==> config.mk <==
export PLATFORM = sky130hd
export DESIGN_NAME = tl_ul_data_upsizer
export DESIGN_NICKNAME = d
export VERILOG_FILES = /design/src/rtl/tl_ul_data_upsizer.sv
export SDC_FILE = /design/constraint.sdc
export NUM_CORES = 1
export LEC_CHECK = 0
export CORE_AREA = 3 3 147 149
export DETAILED_ROUTE_END_ITERATION = 10
export DIE_AREA = 0 0 150 152
export GPL_TIMING_DRIVEN = 1
export PLACE_DENSITY = 0.67
export SYNTH_ARGS = -nofsm -noshare
export SYNTH_HDL_FRONTEND = slang
export SYNTH_SLANG_ARGS = --single-unit
export TNS_END_PERCENT = 50
==> constraint.sdc <==
create_clock -name clk_i -period 15.7 [get_ports clk_i]
set_input_delay 2.355 -clock clk_i [delete_from_list [all_inputs] [get_ports clk_i]]
set_output_delay 2.355 -clock clk_i [all_outputs]
set_load 0.01 [all_outputs]
==> src/rtl/tl_ul_data_upsizer.sv <==
// TL-UL A/D data-width upsizer: packs narrow host Put bursts into wide device beats and splits
// wide responses into host beats. Define TL_UL_UPSIZER_REGSLICE_EN for registered device-side slices.
`ifdef TL_UL_UPSIZER_REGSLICE_EN
module tl_ul_upsizer_slice #(
  parameter int Width = 8
) (
  input  logic             clk_i,
  input  logic             rst_ni,
  input  logic             in_valid,
  output logic             in_ready,
  input  logic [Width-1:0] in_data,
  output logic             out_valid,
  input  logic             out_ready,
  output logic [Width-1:0] out_data
);
  logic [Width-1:0] mem [2];
  logic             wr_ptr, rd_ptr, push, pop;
  logic [1:0]       cnt;

  assign in_ready  = (cnt != 2'd2);
  assign out_valid = (cnt != 2'd0);
  assign out_data  = mem[rd_ptr];
  assign push      = in_valid && in_ready;
  assign pop       = out_valid && out_ready;

  always_ff @(posedge clk_i) begin
    if (!rst_ni) begin
      wr_ptr <= 1'b0;
      rd_ptr <= 1'b0;
      cnt    <= 2'd0;
    end else begin
      if (push) begin
        mem[wr_ptr] <= in_data;
        wr_ptr      <= ~wr_ptr;
      end
      if (pop) rd_ptr <= ~rd_ptr;
      cnt <= cnt + {1'b0, push} - {1'b0, pop};
    end
  end
endmodule
`endif

module tl_ul_data_upsizer #(
  parameter int HostDataWidth   = 32,
  parameter int DeviceDataWidth = 64,
  parameter int AddrWidth       = 56,
  parameter int SourceWidth     = 2,
  parameter int MaxSize         = 6,
  localparam int SizeWidth      = $clog2(MaxSize + 1),
  localparam int HostBytes      = HostDataWidth / 8,
  localparam int DevBytes       = DeviceDataWidth / 8
) (
  input  logic                       clk_i,
  input  logic                       rst_ni,
  input  logic                       host_a_valid,
  output logic                       host_a_ready,
  input  logic [2:0]                 host_a_opcode,
  input  logic [2:0]                 host_a_param,
  input  logic [SizeWidth-1:0]       host_a_size,
  input  logic [SourceWidth-1:0]     host_a_source,
  input  logic [AddrWidth-1:0]       host_a_address,
  input  logic [HostBytes-1:0]       host_a_mask,
  input  logic [HostDataWidth-1:0]   host_a_data,
  input  logic                       host_a_corrupt,
  output logic                       host_d_valid,
  input  logic                       host_d_ready,
  output logic [2:0]                 host_d_opcode,
  output logic [2:0]                 host_d_param,
  output logic [SizeWidth-1:0]       host_d_size,
  output logic [SourceWidth-1:0]     host_d_source,
  output logic                       host_d_sink,
  output logic                       host_d_denied,
  output logic [HostDataWidth-1:0]   host_d_data,
  output logic                       host_d_corrupt,
  output logic                       device_a_valid,
  input  logic                       device_a_ready,
  output logic [2:0]                 device_a_opcode,
  output logic [2:0]                 device_a_param,
  output logic [SizeWidth-1:0]       device_a_size,
  output logic [SourceWidth-1:0]     device_a_source,
  output logic [AddrWidth-1:0]       device_a_address,
  output logic [DevBytes-1:0]        device_a_mask,
  output logic [DeviceDataWidth-1:0] device_a_data,
  output logic                       device_a_corrupt,
  input  logic                       device_d_valid,
  output logic                       device_d_ready,
  input  logic [2:0]                 device_d_opcode,
  input  logic [2:0]                 device_d_param,
  input  logic [SizeWidth-1:0]       device_d_size,
  input  logic [SourceWidth-1:0]     device_d_source,
  input  logic                       device_d_sink,
  input  logic                       device_d_denied,
  input  logic [DeviceDataWidth-1:0] device_d_data,
  input  logic                       device_d_corrupt
);
  localparam int Ratio  = DeviceDataWidth / HostDataWidth;
  localparam int OffW   = (Ratio > 1) ? $clog2(Ratio) : 1;
  localparam int LogDB  = $clog2(DevBytes);
  localparam int BeatW  = MaxSize - LogDB + 1;
  localparam int NumSrc = 2 ** SourceWidth;
  localparam logic [2:0] OpPutFull = 3'd0, OpPutPartial = 3'd1, OpAckData = 3'd1;

  if (DeviceDataWidth <= HostDataWidth) begin : g_width_check
    $fatal(1, "DeviceDataWidth must exceed HostDataWidth");
  end

  logic                 tbl_valid [NumSrc];
  logic [OffW-1:0]      tbl_off   [NumSrc];
  logic [SizeWidth-1:0] tbl_size  [NumSrc];

  // A channel: device-side view (before the optional slice)
  logic                       da_valid, da_ready, da_corrupt, da_hs;
  logic [DevBytes-1:0]        da_mask, pack_mask;
  logic [DeviceDataWidth-1:0] da_data, pack_data;
  logic [HostDataWidth-1:0]   lane_data [Ratio];
  logic [HostBytes-1:0]       lane_mask [Ratio];
  logic [OffW-1:0]            a_sub, a_off;
  logic [BeatW-1:0]           a_beat, a_last_beat;
  logic                       a_valid, a_ready, a_first, a_pack, a_lock, a_sub_last, a_hs, corrupt_acc;

  assign a_valid     = rst_ni && host_a_valid;
  assign a_off       = host_a_address[LogDB-1 -: OffW];
  assign a_first     = (a_sub == '0) && (a_beat == '0);
  assign a_pack      = ((host_a_opcode == OpPutFull) || (host_a_opcode == OpPutPartial)) &&
                       (host_a_size >= SizeWidth'(LogDB));
  assign a_lock      = a_first && tbl_valid[host_a_source];
  assign a_sub_last  = (a_sub == OffW'(Ratio - 1));
  assign a_last_beat = BeatW'((1 << (host_a_size - SizeWidth'(LogDB))) - 1);

  always_comb begin
    pack_data = '0;
    pack_mask = '0;
    for (int i = 0; i < Ratio - 1; i++) begin
      pack_data[i*HostDataWidth +: HostDataWidth] = lane_data[i];
      pack_mask[i*HostBytes +: HostBytes]         = lane_mask[i];
    end
    pack_data[(Ratio-1)*HostDataWidth +: HostDataWidth] = host_a_data;
    pack_mask[(Ratio-1)*HostBytes +: HostBytes]         = host_a_mask;
  end

  always_comb begin
    da_valid = 1'b0;
    a_ready  = 1'b0;
    if (a_lock) begin
      a_ready = 1'b0;
    end else if (a_pack && !a_sub_last) begin
      a_ready = 1'b1;
    end else begin
      da_valid = a_valid;
      a_ready  = da_ready;
    end
  end

  assign host_a_ready = rst_ni && a_ready;
  assign da_data      = a_pack ? pack_data : {Ratio{host_a_data}};
  assign da_mask      = a_pack ? pack_mask : (DevBytes'(host_a_mask) << (HostBytes * a_off));
  assign da_corrupt   = a_pack ? (corrupt_acc | host_a_corrupt) : host_a_corrupt;
  assign a_hs         = a_valid && host_a_ready;
  assign da_hs        = da_valid && da_ready;

  always_ff @(posedge clk_i) begin
    if (!rst_ni) begin
      a_sub       <= '0;
      a_beat      <= '0;
      corrupt_acc <= 1'b0;
      for (int i = 0; i < Ratio; i++) begin
        lane_data[i] <= '0;
        lane_mask[i] <= '0;
      end
    end else if (a_hs && a_pack) begin
      if (!a_sub_last) begin
        lane_data[a_sub] <= host_a_data;
        lane_mask[a_sub] <= host_a_mask;
        corrupt_acc      <= corrupt_acc | host_a_corrupt;
        a_sub            <= a_sub + 1'b1;
      end else begin
        a_sub       <= '0;
        corrupt_acc <= 1'b0;
        a_beat      <= (a_beat == a_last_beat) ? '0 : a_beat + 1'b1;
      end
    end
  end

  // D channel: core-side view (after the optional slice)
  logic                       dd_valid, dd_ready, dd_sink, dd_denied, dd_corrupt;
  logic [2:0]                 dd_opcode, dd_param;
  logic [SizeWidth-1:0]       dd_size;
  logic [SourceWidth-1:0]     dd_source;
  logic [DeviceDataWidth-1:0] dd_data;
  logic [OffW-1:0]            d_sub, d_lane;
  logic [BeatW-1:0]           d_beat, d_last_beat;
  logic                       d_wide, d_sub_last, d_hs, d_msg_last;

  assign d_wide      = (dd_opcode == OpAckData) && (dd_size >= SizeWidth'(LogDB));
  assign d_sub_last  = (d_sub == OffW'(Ratio - 1));
  assign d_last_beat = BeatW'((1 << (dd_size - SizeWidth'(LogDB))) - 1);
  // Lane offset only means something for sub-device-width requests.
  assign d_lane      = d_wide ? d_sub :
                       ((tbl_size[dd_source] < SizeWidth'(LogDB)) ? tbl_off[dd_source] : '0);
  assign d_msg_last  = !d_wide || (d_sub_last && (d_beat == d_last_beat));

  assign host_d_valid   = rst_ni && dd_valid;
  assign dd_ready       = rst_ni && host_d_ready && (!d_wide || d_sub_last);
  assign host_d_opcode  = dd_opcode;
  assign host_d_param   = dd_param;
  assign host_d_size    = dd_size;
  assign host_d_source  = dd_source;
  assign host_d_sink    = dd_sink;
  assign host_d_denied  = dd_denied;
  assign host_d_corrupt = dd_corrupt;
  assign host_d_data    = dd_data[d_lane*HostDataWidth +: HostDataWidth];
  assign d_hs           = host_d_valid && host_d_ready;

  always_ff @(posedge clk_i) begin
    if (!rst_ni) begin
      d_sub  <= '0;
      d_beat <= '0;
    end else if (d_hs && d_wide) begin
      d_sub <= d_sub_last ? '0 : d_sub + 1'b1;
      if (d_sub_last) d_beat <= (d_beat == d_last_beat) ? '0 : d_beat + 1'b1;
    end
  end

  // Set is written after clear so a same-cycle set of the same entry wins.
  always_ff @(posedge clk_i) begin
    if (!rst_ni) begin
      for (int i = 0; i < NumSrc; i++) begin
        tbl_valid[i] <= 1'b0;
        tbl_off[i]   <= '0;
        tbl_size[i]  <= '0;
      end
    end else begin
      if (d_hs && d_msg_last) tbl_valid[dd_source] <= 1'b0;
      if (da_hs && (a_beat == '0)) begin
        tbl_valid[host_a_source] <= 1'b1;
        tbl_off[host_a_source]   <= a_off;
        tbl_size[host_a_source]  <= host_a_size;
      end
    end
  end

`ifdef TL_UL_UPSIZER_REGSLICE_EN
  localparam int APktW = 6 + SizeWidth + SourceWidth + AddrWidth + DevBytes + DeviceDataWidth + 1;
  localparam int DPktW = 6 + SizeWidth + SourceWidth + 2 + DeviceDataWidth + 1;
  logic a_out_valid, d_in_ready;

  tl_ul_upsizer_slice #(.Width(APktW)) u_a_slice (
    .clk_i     (clk_i),
    .rst_ni    (rst_ni),
    .in_valid  (da_valid),
    .in_ready  (da_ready),
    .in_data   ({host_a_opcode, host_a_param, host_a_size, host_a_source, host_a_address,
                 da_mask, da_data, da_corrupt}),
    .out_valid (a_out_valid),
    .out_ready (device_a_ready),
    .out_data  ({device_a_opcode, device_a_param, device_a_size, device_a_source, device_a_address,
                 device_a_mask, device_a_data, device_a_corrupt})
  );
  assign device_a_valid = rst_ni && a_out_valid;

  tl_ul_upsizer_slice #(.Width(DPktW)) u_d_slice (
    .clk_i     (clk_i),
    .rst_ni    (rst_ni),
    .in_valid  (device_d_valid),
    .in_ready  (d_in_ready),
    .in_data   ({device_d_opcode, device_d_param, device_d_size, device_d_source, device_d_sink,
                 device_d_denied, device_d_data, device_d_corrupt}),
    .out_valid (dd_valid),
    .out_ready (dd_ready),
    .out_data  ({dd_opcode, dd_param, dd_size, dd_source, dd_sink, dd_denied, dd_data, dd_corrupt})
  );
  assign device_d_ready = rst_ni && d_in_ready;
`else
  assign device_a_valid   = da_valid;
  assign da_ready         = device_a_ready;
  assign device_a_opcode  = host_a_opcode;
  assign device_a_param   = host_a_param;
  assign device_a_size    = host_a_size;
  assign device_a_source  = host_a_source;
  assign device_a_address = host_a_address;
  assign device_a_mask    = da_mask;
  assign device_a_data    = da_data;
  assign device_a_corrupt = da_corrupt;

  assign dd_valid       = device_d_valid;
  assign device_d_ready = dd_ready;
  assign dd_opcode      = device_d_opcode;
  assign dd_param       = device_d_param;
  assign dd_size        = device_d_size;
  assign dd_source      = device_d_source;
  assign dd_sink        = device_d_sink;
  assign dd_denied      = device_d_denied;
  assign dd_data        = device_d_data;
  assign dd_corrupt     = device_d_corrupt;
`endif
endmodule

==> key figures, run 1 <==
Run status
  – Outcome: finished, final reports clean

Detailed routing
  – Wirelength per Cell: 18.3 µm
  – Final wirelength: 17600 µm
  – Drt pass-1 iters: 4
  – DRT antenna net count: 0
  – DRT iter0 DRCs: ~180
  – Residual DRC: 0
  – DR vias/cell: 4.41
  – Vias after detailed routing: about 4200

Floorplanning
  – Die Height: between 150 and 200 µm
  – Initial Util: between 20% and 30%
  – IO Count: approximately 380
  – # rows: 52
  – Horiz. Die Dim: 150 µm
  – Die Area: about 23000 µm²
  – Core area: between 20000 and 25000 µm²

GRT
  – Largest net degree at the start of global routing: 46
  – Initial antenna violation count: 0
  – First-pass GRT wire length: between 20000 and 30000 µm
  – Grt ovf: 0
  – Vias in the first global route: 4236
  – GR Util All Layers: 14.9%

Logic synthesis
  – Post-synth top cells: nand2_1, buf_4, edfxtp_1, and2_1, mux2_2
  – Fraction of registers with async set/reset: 0%
  – Distinct cells, synth: 48
  – Synth area leaders: edfxtp_1, buf_4, nand2_1, dfxtp_1, mux2_2
  – Yosys reg bits: 67
  – Mapped Avg Cell Area: roughly 8.8 µm²
  – Synthesized area: ~5000 µm²
  – Cells after synthesis: about 560
  – Post-synth EDFFs: 49
  – Top-count cell post-synth: nand2_1
  – Yosys top cell area share: between 20 and 30%
  – Cell taking the most area after synthesis: edfxtp_1
  – Yosys warns: 0
  – Most common flop cell mapped by yosys: edfxtp_1
  – Syn nets: 757
  – Seq/Total Area, Yosys: a little under two fifths

STA
  – Clock period minus worst slack: between 8 and 9 ns
  – Max-slew violation count: 0
  – F_max: roughly 120 MHz
  – Final setup fails: 0
  – Setup TNS: 0 ns
  – Slack of the critical path: around 7.5 ns
  – Period utilization: a little over half
  – Least-Margin Pin Slew: 1.15 ns
  – RSZ-0062 raised after global routing: no
  – Final-report hold violation count: 0
  – Final clock skew: between 0.007 and 0.008 ns
  – Slew margin rel.: around 23%

Critical path
  – CP Capture Type: output pin
  – RR Endpoint: lane_data[0][23]
  – Critical Path Source Type: input port
  – Worst r2r src: tbl_valid[2]
  – CP Class: input port to output pin
  – Worst Path Required: 13.35 ns
  – CP arrival: a little under 6 ns
  – Reg2Reg Depth: 4
  – CP startpoint: device_d_size[1]
  – Worst-path fanout max: 26
  – Reg2reg setup slack: ~13 ns

Final layout
  – Multi-input gate area: 2150 µm²
  – Share of cells above drive strength 1: roughly 8.8%
  – Fillers: approximately 2100
  – Final Instance Area: between 7000 and 8000 µm²
  – Core Util, Final: 35.4%
  – Ant. Diodes: 0
  – Synthesis-to-finish area growth: 45.3%
  – Register area: about 1800 µm²
  – NumNets Final: 885

Clock network
  – Post-CTS Hold Fix Bufs: 0
  – TritonCTS clock tree: built
  – Post-CTS Resized: 0
  – Root Driver: clkbuf_16
  – Total CTS buffers: 9
  – Post-CTS Repair Setup Buffers: 0
  – H-tree levels: 3
  – CTS Sinks: 67
  – CTS clk-pin slew, worst paths: about 0.060 ns
  – Clk Latency, worst-skew pair: approximately 0.34 ns
  – CTS max path bufs: 2

Flow run
  – Max cap viols: 0

Pwr
  – Overall power after layout: roughly 0.00055 W
  – Peak VDD IR: between 30 and 40 µV
  – Leakage power: ~2.7 nW
  – Pwr Density: 76.0 nW/µm²

Placement
  – GPL Wtd Cong: 0.833
  – # port buffers: 247
  – DP Area: approximately 6900 µm²
  – Post-place setup slack: ~7.5 ns
  – Final HPWL DP: between 10000 and 15000 µm

Hold path
  – Worst min path class: register to register
  – Hold path endpoint: tbl_off[0]
  – Hold Path Stages: 2
  – HP Start: tbl_off[0]
critical path, stage by stage:
cell             delay [ns]
clkdlybuf4s50_1        0.49
and2_1                 0.22
ha_1                   0.26
o311ai_2               0.72
mux2i_4                0.49
buf_4                  0.41
mux2_2                 0.39
clkdlybuf4s50_1        0.50
cell usage in the layout, fill, tap and decap left out, drive strengths merged, types with 2 or more instances in the layout:
| master | Yosys | layout |
|---|---|---|
| clkbuf | 13 | 11 |
| inv | 17 | 18 |
| nor2 | 18 | 18 |
| o211ai | 2 | 2 |
| mux2 | 32 | 32 |
| xnor2 | 4 | 4 |
| nor3b | 4 | 4 |
| buf | 120 | 3 |
| o211a | 2 | 2 |
| o2111ai | 2 | 2 |
| mux2i | 3 | 3 |
| or3 | 6 | 6 |
| nor3 | 4 | 4 |
| and2 | 42 | 42 |
| nand3b | 4 | 4 |
| clkdlybuf4s50 | 0 | 247 |
| nand4b | 3 | 3 |
| a211oi | 6 | 6 |
| xor2 | 4 | 4 |
| ha | 8 | 8 |
| dfxtp | 18 | 18 |
| a21o | 3 | 3 |
| nand3 | 17 | 17 |
| o31ai | 2 | 2 |
| mux4 | 2 | 2 |
| o21ai | 11 | 11 |
| edfxtp | 49 | 49 |
| or2 | 3 | 3 |
| a21boi | 6 | 6 |
| clkinvlp | 0 | 2 |
| nand2 | 123 | 123 |
| nand4 | 2 | 2 |
| a21oi | 10 | 10 |
| a31oi | 7 | 7 |
| nand2b | 4 | 4 |
flip-flops by register name, indices dropped and copies added, names as in the netlist:
register and flops:
tbl_valid 4, a_beat 4, a_sub 1, corrupt_acc 1
lane_mask 4, tbl_size 12, d_beat 4, tbl_off 4
d_sub 1, lane_data 32
metal layers:
| layer | vias to the layer above | track usage (%) | wire length [µm] |
|---|---|---|---|
| met4 | 0 | 6.49 | 649 |
| li1 | 2048 | - | - |
| met3 | 46 | 6.34 | 1820 |
| met5 | - | 0 | 0 |
| met1 | 1925 | 17.4 | 7100 |
| met2 | 229 | 23.7 | 8050 |
power breakdown:
group          switching, W  internal (W)  total, W
combinational     0.0000590     0.0000777  0.000137
sequential       0.00000235      0.000197  0.000200
clock             0.0000773      0.000133  0.000210
metrics by stage:
stage	instances	hold slack [ns]
final	964	0.468
after global placement	948	0.451
after floorplan	561	0.436
after global routing	964	0.492
after detailed placement	948	0.461
after CTS	964	0.472
worst max path at each step:
stage               slack, ns               to  depth (start not counted)
floorplan                9.02  lane_data[0][0]                          8
global placement         7.58   host_d_data[7]                          8
detailed placement       7.51   host_d_data[6]                          8
CTS                      7.51   host_d_data[6]                          8
global route             7.31   host_d_data[7]                          8
finish                   7.50   host_d_data[6]                          8
cells by family after synthesis:
| group | count (synthesis) | synth area share (%) |
|---|---|---|
| buffers and inverters | 150 | 20.1 |
| adders and majority gates | 8 | 2.02 |
| muxes | 37 | 8.80 |
| xor gates and xnor gates | 8 | 1.42 |
| and+or+nand+nor | 234 | 22.8 |
| AOI/OAI and AO/OA | 57 | 7.84 |
| DFF | 67 | 37.0 |
final cells by class:
| type | instances | share of cell area (%) |
|---|---|---|
| multi-input combinational | 344 | 29.9 |
| inverter | 17 | 0.887 |
| clock buffer | 11 | 3.53 |
| sequential | 67 | 25.5 |
| tap | 270 | 4.70 |
| timing repair buffer | 250 | 34.7 |
| clock inverter | 5 | 0.835 |
Note: power is estimated with default switching activity, not from simulation.
==> run 2, diff against run 1 <==
Settings changed: CORE_AREA 3 3 147 149 to 3 3 146 148, DIE_AREA 0 0 150 152 to 0 0 149 151.
Clock period 15.7 ns to 7.8 ns, I/O delays scaled along.
==> run 2 against run 1 <==
Net effect: register-to-register slack worse by 7.9 ns; cell area down 0.33%; combinational power up 99%; clock skew about the same; final cell count up 0.10%; global-route usage down 0.22 points; highest routed layer unchanged.
==> key figures, run 2 (synthesized netlist as in run 1, its figures left out) <==
Pwr
  – Net Sw Frac: 26.6% (+1.2 points)
  – Peak VDD IR: 78.0 µV (+98%)
  – Clock Power Share: 36.5% (-2.0 points)
  – Leakage power: 2.74 nW (-0.28%)
  – Pwr Density: 148 nW/µm² (+95%)
  – Int Power: 0.000780 W (+91%)
  – Flop pwr share: 37.8% (+1.3 points)
  – Net switching power: 0.000282 W (+100%)
  – Logic pwr share: 25.6% (+0.6 points)

STA
  – Final-report hold violation count: 0 (unchanged)
  – Period utilization: between 70% and 80%
  – Setup TNS: 0 ns (unchanged)
  – Least-Margin Pin Slew: 1.16 ns (+0.0115 ns)
  – RSZ-0062 raised after global routing: no
  – F_max: between 150 and 200 MHz
  – Max-slew violation count: 0 (unchanged)
  – Clock period minus worst slack: approximately 6 ns
  – Final clock skew: 0.00771 ns (+0.000137 ns)
  – Smallest hold slack: 0.467 ns (-0.00173 ns)
  – Final setup fails: 0 (unchanged)
  – Slew margin rel.: 22.3% (-0.77 points)
  – Slack of the critical path: 1.78 ns (-5.72 ns)

Floorplanning
  – Horiz. Die Dim: 149 µm (-0.67%)
  – Die Area: 22500 µm² (-1.3%)
  – Die Height: 151 µm (-0.66%)
  – IO Count: 378 (unchanged)
  – Initial Util: 24.5% (+0.16 points)
  – Core area: 20200 µm² (-0.64%)
  – # rows: 52 (unchanged)

Critical path
  – CP Class: input port to output pin
  – Critical Path Source Type: input port
  – CP startpoint: device_d_size[1]
  – CP Capture Type: output pin
  – Worst Path Required: 6.63 ns (-6.72 ns)
  – RR Endpoint: lane_mask[0][3]
  – Reg2Reg Depth: 4 (unchanged)
  – Worst r2r src: tbl_valid[2]
  – Reg2reg setup slack: 5.03 ns (-7.93 ns)
  – Worst-path fanout max: 19 (-27%)
  – Setup crit end: host_d_data[29]
  – CP arrival: 4.85 ns (-1.00 ns)

Clock network
  – Clk Latency, worst-skew pair: 0.33 ns (about the same)
  – Post-CTS Resized: 0 (unchanged)
  – CTS clk-pin slew, worst paths: 0.06 ns (about the same)
  – TritonCTS clock tree: built
  – Root Driver: clkbuf_16
  – CTS max path bufs: 2 (unchanged)
  – H-tree levels: 3 (unchanged)
  – CTS Sinks: 67 (unchanged)
  – Post-CTS Repair Setup Buffers: 0 (unchanged)
  – Post-CTS Hold Fix Bufs: 0 (unchanged)
  – Total CTS buffers: 9 (unchanged)

Final layout
  – Most flop-heavy register: lane_data
  – NumNets Final: 885 (unchanged)
  – Most frequent cells in the layout: clkdlybuf4s50_1, nand2_1, edfxtp_1, and2_1, mux2_2
  – Share of cells above drive strength 1: 8.93% (+0.14 points)
  – Final Instance Area: 7170 µm² (-0.33%)
  – Fillers: 2057 (-1.9%)
  – Synthesis-to-finish area growth: 44.8%
  – Largest register FFs: 32 (unchanged)
  – Largest registers: lane_data x32, tbl_size x12
  – Commonest non-fill, non-tap cell in the layout: clkdlybuf4s50_1

Run status
  – Outcome: finished, final reports clean

Placement
  – Post-place setup slack: 1.80 ns (-5.72 ns)
  – # port buffers: 247 (unchanged)
  – GPL Wtd Cong: 0.817 (-1.8%)
  – DP Area: 6880 µm² (unchanged)
  – Final HPWL DP: 14100 µm (-0.67%)

Detailed routing
  – DRT antenna net count: 0 (unchanged)
  – Vias after detailed routing: 4191 (-1.3%)
  – Drt pass-1 iters: 4 (unchanged)
  – Residual DRC: 0 (unchanged)
  – DRT iter0 DRCs: 232 (+30%)
  – Wirelength per Cell: 18.1 µm (-0.75%)
  – DR vias/cell: 4.34 (-1.4%)
  – Final wirelength: 17500 µm (-0.65%)

GRT
  – Largest net degree at the start of global routing: 46 (unchanged)
  – Grt ovf: 0 (unchanged)
  – Initial antenna violation count: 2 (+2)
  – Vias in the first global route: 4130 (-2.5%)
  – GR Util All Layers: 14.7% (-0.22 points)
  – First-pass GRT wire length: 25000 µm (-3.1%)

Flow run
  – Max cap viols: 0 (unchanged)

Hold path
  – Worst min path class: register to register
[run 2: final cells by class]
type / instances / area, µm² / share of cell area [%]
Timing Repair Buffer: 250 / 2490 / 34.8
Multi-Input combinational cell: 344 / 2150 / 30.0
Sequential cell: 67 / 1830 / 25.6
Tap cell: 270 / 338 / 4.71
Clock buffer: 10 / 239 / 3.33
Inverter: 17 / 63.8 / 0.890
Clock inverter: 6 / 48.8 / 0.681
Antenna cell: 1 / 2.50 / 0.0349
[run 2: how the worst min path moves through the flow]
stage,slack (ns),start,end,depth (start not counted)
floorplan,0.44,tbl_off[1],tbl_off[1],2
detailed placement,0.47,tbl_off[0],tbl_off[0],2
CTS,0.48,tbl_off[0],tbl_off[0],2
global placement,0.45,tbl_off[1],tbl_off[1],2
global route,0.49,tbl_off[2],tbl_off[2],2
finish,0.47,tbl_off[1],tbl_off[1],2
[run 2: metal layers]
metal | GRT usage (%) | share of wire (%) | vias up
met5 | 0 | 0 | -
met4 | 5.03 | 2.4 | 0
met3 | 5.39 | 9.6 | 31
met2 | 23.5 | 46 | 234
met1 | 18.3 | 42 | 1879
li1 | - | - | 2047
[run 2: metrics by stage]
| stage | utilization (%) | power (W) | std cells |
|---|---|---|---|
| 2_1_floorplan | - | 0.000554 | 561 |
| 3_5_place_dp | 34.1 | 0.000683 | 948 |
| 6_report | 35.5 | 0.00106 | 965 |
| 4_1_cts | 35.5 | 0.00108 | 964 |
| 3_3_place_gp | 34.1 | 0.000684 | 948 |
| 5_1_grt | 35.5 | 0.00111 | 964 |
[run 2: critical path, stage by stage]
cell and delay (ns):
clkdlybuf4s50_1 0.49, and2_1 0.22, ha_1 0.25, o311ai_2 0.72, mux2i_4 0.74, buf_4 0.38
mux2_2 0.38, clkdlybuf4s50_1 0.48
[run 2: power groups by stage]
stage | registers (W) | clock network, W | logic [W]
3_5_place_dp | 0.000409 | 0 | 0.000274
2_1_floorplan | 0.000408 | 0 | 0.000146
4_1_cts | 0.000402 | 0.000404 | 0.000276
6_report | 0.000402 | 0.000388 | 0.000272
5_1_grt | 0.000403 | 0.000417 | 0.000292
3_3_place_gp | 0.000409 | 0 | 0.000275
==> run 3, diff against run 2 <==
Clock period 7.8 ns to 5.8 ns, I/O delays scaled along.
==> run 3 against run 2 <==
Net effect: clock skew up 0.0021 ns; flip-flop and latch count stayed put; wire length rose by 1.2%; register-to-register slack worse by 1.6 ns; cell area increased by 0.21%; clock power grew 36%; via count up 1.9%; clock-buffer cell count is 1 lower; critical endpoint is now host_d_data[6]; largest cell class unchanged; highest routed layer is now met5.
==> key figures, run 3 (synthesized netlist as in run 1, its figures left out) <==
Final layout
  – Largest registers: lane_data x32, tbl_size x12
  – Largest register FFs: 32 (unchanged)
  – Non-Filler Instances: 965 (unchanged)
  – Commonest non-fill, non-tap cell in the layout: clkdlybuf4s50_1
  – NumNets Final: 886 (+0.11%)
  – Ant. Diodes: 0 (-1)
  – Synthesis-to-finish area growth: 45.1%
  – Share of cells above drive strength 1: 9.06% (+0.13 points)
  – Most frequent cells in the layout: clkdlybuf4s50_1, nand2_1, edfxtp_1, and2_1, mux2_2
  – Most flop-heavy register: lane_data

GRT
  – Vias in the first global route: 4240 (+2.7%)
  – Largest net degree at the start of global routing: 46 (unchanged)
  – Initial antenna violation count: 1 (-1)
  – First-pass GRT wire length: 24900 µm (-0.30%)
  – GR Util All Layers: 14.7% (-0.016 points)
  – Grt ovf: 0 (unchanged)

STA
  – Least-Margin Pin Slew: 0.897 ns (-0.265 ns)
  – Final-report hold violation count: 0 (unchanged)
  – Period utilization: a little under nine tenths
  – Max-slew violation count: 0 (unchanged)
  – F_max: 203 MHz
  – Final setup fails: 0 (unchanged)
  – Setup TNS: 0 ns (unchanged)
  – RSZ-0062 raised after global routing: no
  – Slack of the critical path: 0.866 ns (-0.914 ns)
  – Slew margin rel.: 40.2% (+18 points)
  – Final clock skew: 0.00985 ns (+0.00214 ns)
  – Clock period minus worst slack: about 5 ns

Placement
  – GPL Wtd Cong: 0.835 (+2.1%)
  – Post-place setup slack: 0.858 ns (-0.939 ns)
  – Final HPWL DP: 14200 µm (+1.1%)
  – Inst Count DP: 949 (+0.11%)
  – # port buffers: 247 (unchanged)

Clock network
  – CTS Sinks: 67 (unchanged)
  – Post-CTS Hold Fix Bufs: 0 (unchanged)
  – Clk Latency, worst-skew pair: 0.34 ns (about the same)
  – Root Driver: clkbuf_16
  – CTS clk-pin slew, worst paths: 0.06 ns (about the same)
  – Post-CTS Resized: 0 (unchanged)
  – Post-CTS Repair Setup Buffers: 0 (unchanged)
  – CTS max path bufs: 2 (unchanged)
  – H-tree levels: 3 (unchanged)
  – TritonCTS clock tree: built
  – Total CTS buffers: 9 (unchanged)

Critical path
  – CP Class: input port to output pin
  – CP Capture Type: output pin
  – Worst Path Required: 4.93 ns (-1.70 ns)
  – CP arrival: 4.06 ns (-0.79 ns)
  – Worst-path fanout max: 30 (+11)
  – Critical Path Source Type: input port

Floorplanning
  – Horiz. Die Dim: 149 µm (unchanged)
  – IO Count: 378 (unchanged)
  – Initial Util: 24.5% (unchanged)
  – # rows: 52 (unchanged)
  – Die Height: 151 µm (unchanged)
  – Core area: 20200 µm² (unchanged)
  – Die Area: 22500 µm² (unchanged)

Pwr
  – Flop pwr share: 37.7% (about the same)
  – Net Sw Frac: 27.4% (+0.78 points)
  – Int Power: 0.00104 W (+34%)
  – Logic pwr share: 25.6% (about the same)
  – Clock Power Share: 36.7% (+0.2 points)
  – Overall power after layout: 0.00143 W (+35%)
  – Pwr Density: 200 nW/µm² (+35%)
  – Net switching power: 0.000392 W (+39%)
  – Peak VDD IR: 118 µV (+52%)
  – Leakage power: 2.74 nW (about the same)

Run status
  – Outcome: finished, final reports clean

Detailed routing
  – DRT iter0 DRCs: 216 (-6.9%)
  – Wirelength per Cell: 18.4 µm (+1.2%)
  – DRT antenna net count: 0 (unchanged)
  – DR vias/cell: 4.42 (+1.9%)
  – Vias after detailed routing: 4269 (+1.9%)
  – Drt pass-1 iters: 4 (unchanged)
  – Final wirelength: 17700 µm (+1.2%)
  – Residual DRC: 0 (unchanged)

Hold path
  – Worst min path class: register to register

Flow run
  – Max cap viols: 0 (unchanged)
==> run 3: cell types whose count changed in the layout (fill, tap and decap cells not counted) <==
cell / delta
buf_12: +1
clkbuf_8: -1
clkinv_4: -3
clkinvlp_4: +2
diode_2: -1
inv_4: -1
inv_6: +2
inv_8: +1
==> run 3: final cells by class <==
class	instances	area [µm²]
Clock inverter	7	60.1
Sequential cell	67	1830
Inverter	17	63.8
Tap cell	270	338
Fill cell	2075	13000
Multi-Input combinational cell	344	2150
Clock buffer	9	225
Timing Repair Buffer	251	2510
==> run 3: worst paths after layout <==
kind / slack [ns] / start / end / cells past startpoint
min reg2reg: 0.47 / tbl_off[1] / tbl_off[1] / 2
max: 0.87 / device_d_size[1] / host_d_data[6] / 8
max reg2reg: 3.41 / tbl_valid[2] / lane_mask[0][3] / 5
min: 0.47 / tbl_off[1] / tbl_off[1] / 2
==> run 3: layer usage <==
| layer | vias to the layer above | part of all wire (%) | GRT usage [%] |
|---|---|---|---|
| met4 | 2 | 2.9 | 5.72 |
| met3 | 34 | 11 | 6.34 |
| met2 | 238 | 48 | 24.6 |
| met5 | - | 0.040 | 0 |
| li1 | 2053 | - | - |
| met1 | 1942 | 38 | 16.5 |
==> run 3: metrics by stage <==
step                instance area (µm²)  utilization (%)  hold WS (ns)
floorplan                          4950                -         0.436
global placement                   6900             34.2         0.451
detailed placement                 6900             34.2         0.456
CTS                                7180             35.6         0.468
global route                       7180             35.6         0.481
finish                             7180             35.6         0.467
==> run 3: worst max-delay path: stages <==
cell and delay (ns):
clkdlybuf4s50_1 0.48, and2_1 0.22, ha_1 0.25, o311ai_2 0.71, mux2i_4 0.42, buf_12 0.25
mux2_2 0.37, clkdlybuf4s50_1 0.49
==> run 3: power by group through the flow <==
stage / clock, W / combinational, W / sequential [W]
6_report: 0.000526 / 0.000368 / 0.000540
4_1_cts: 0.000546 / 0.000373 / 0.000540
2_1_floorplan: 0 / 0.000196 / 0.000549
3_5_place_dp: 0 / 0.000370 / 0.000550
3_3_place_gp: 0 / 0.000373 / 0.000549
5_1_grt: 0.000566 / 0.000395 / 0.000542
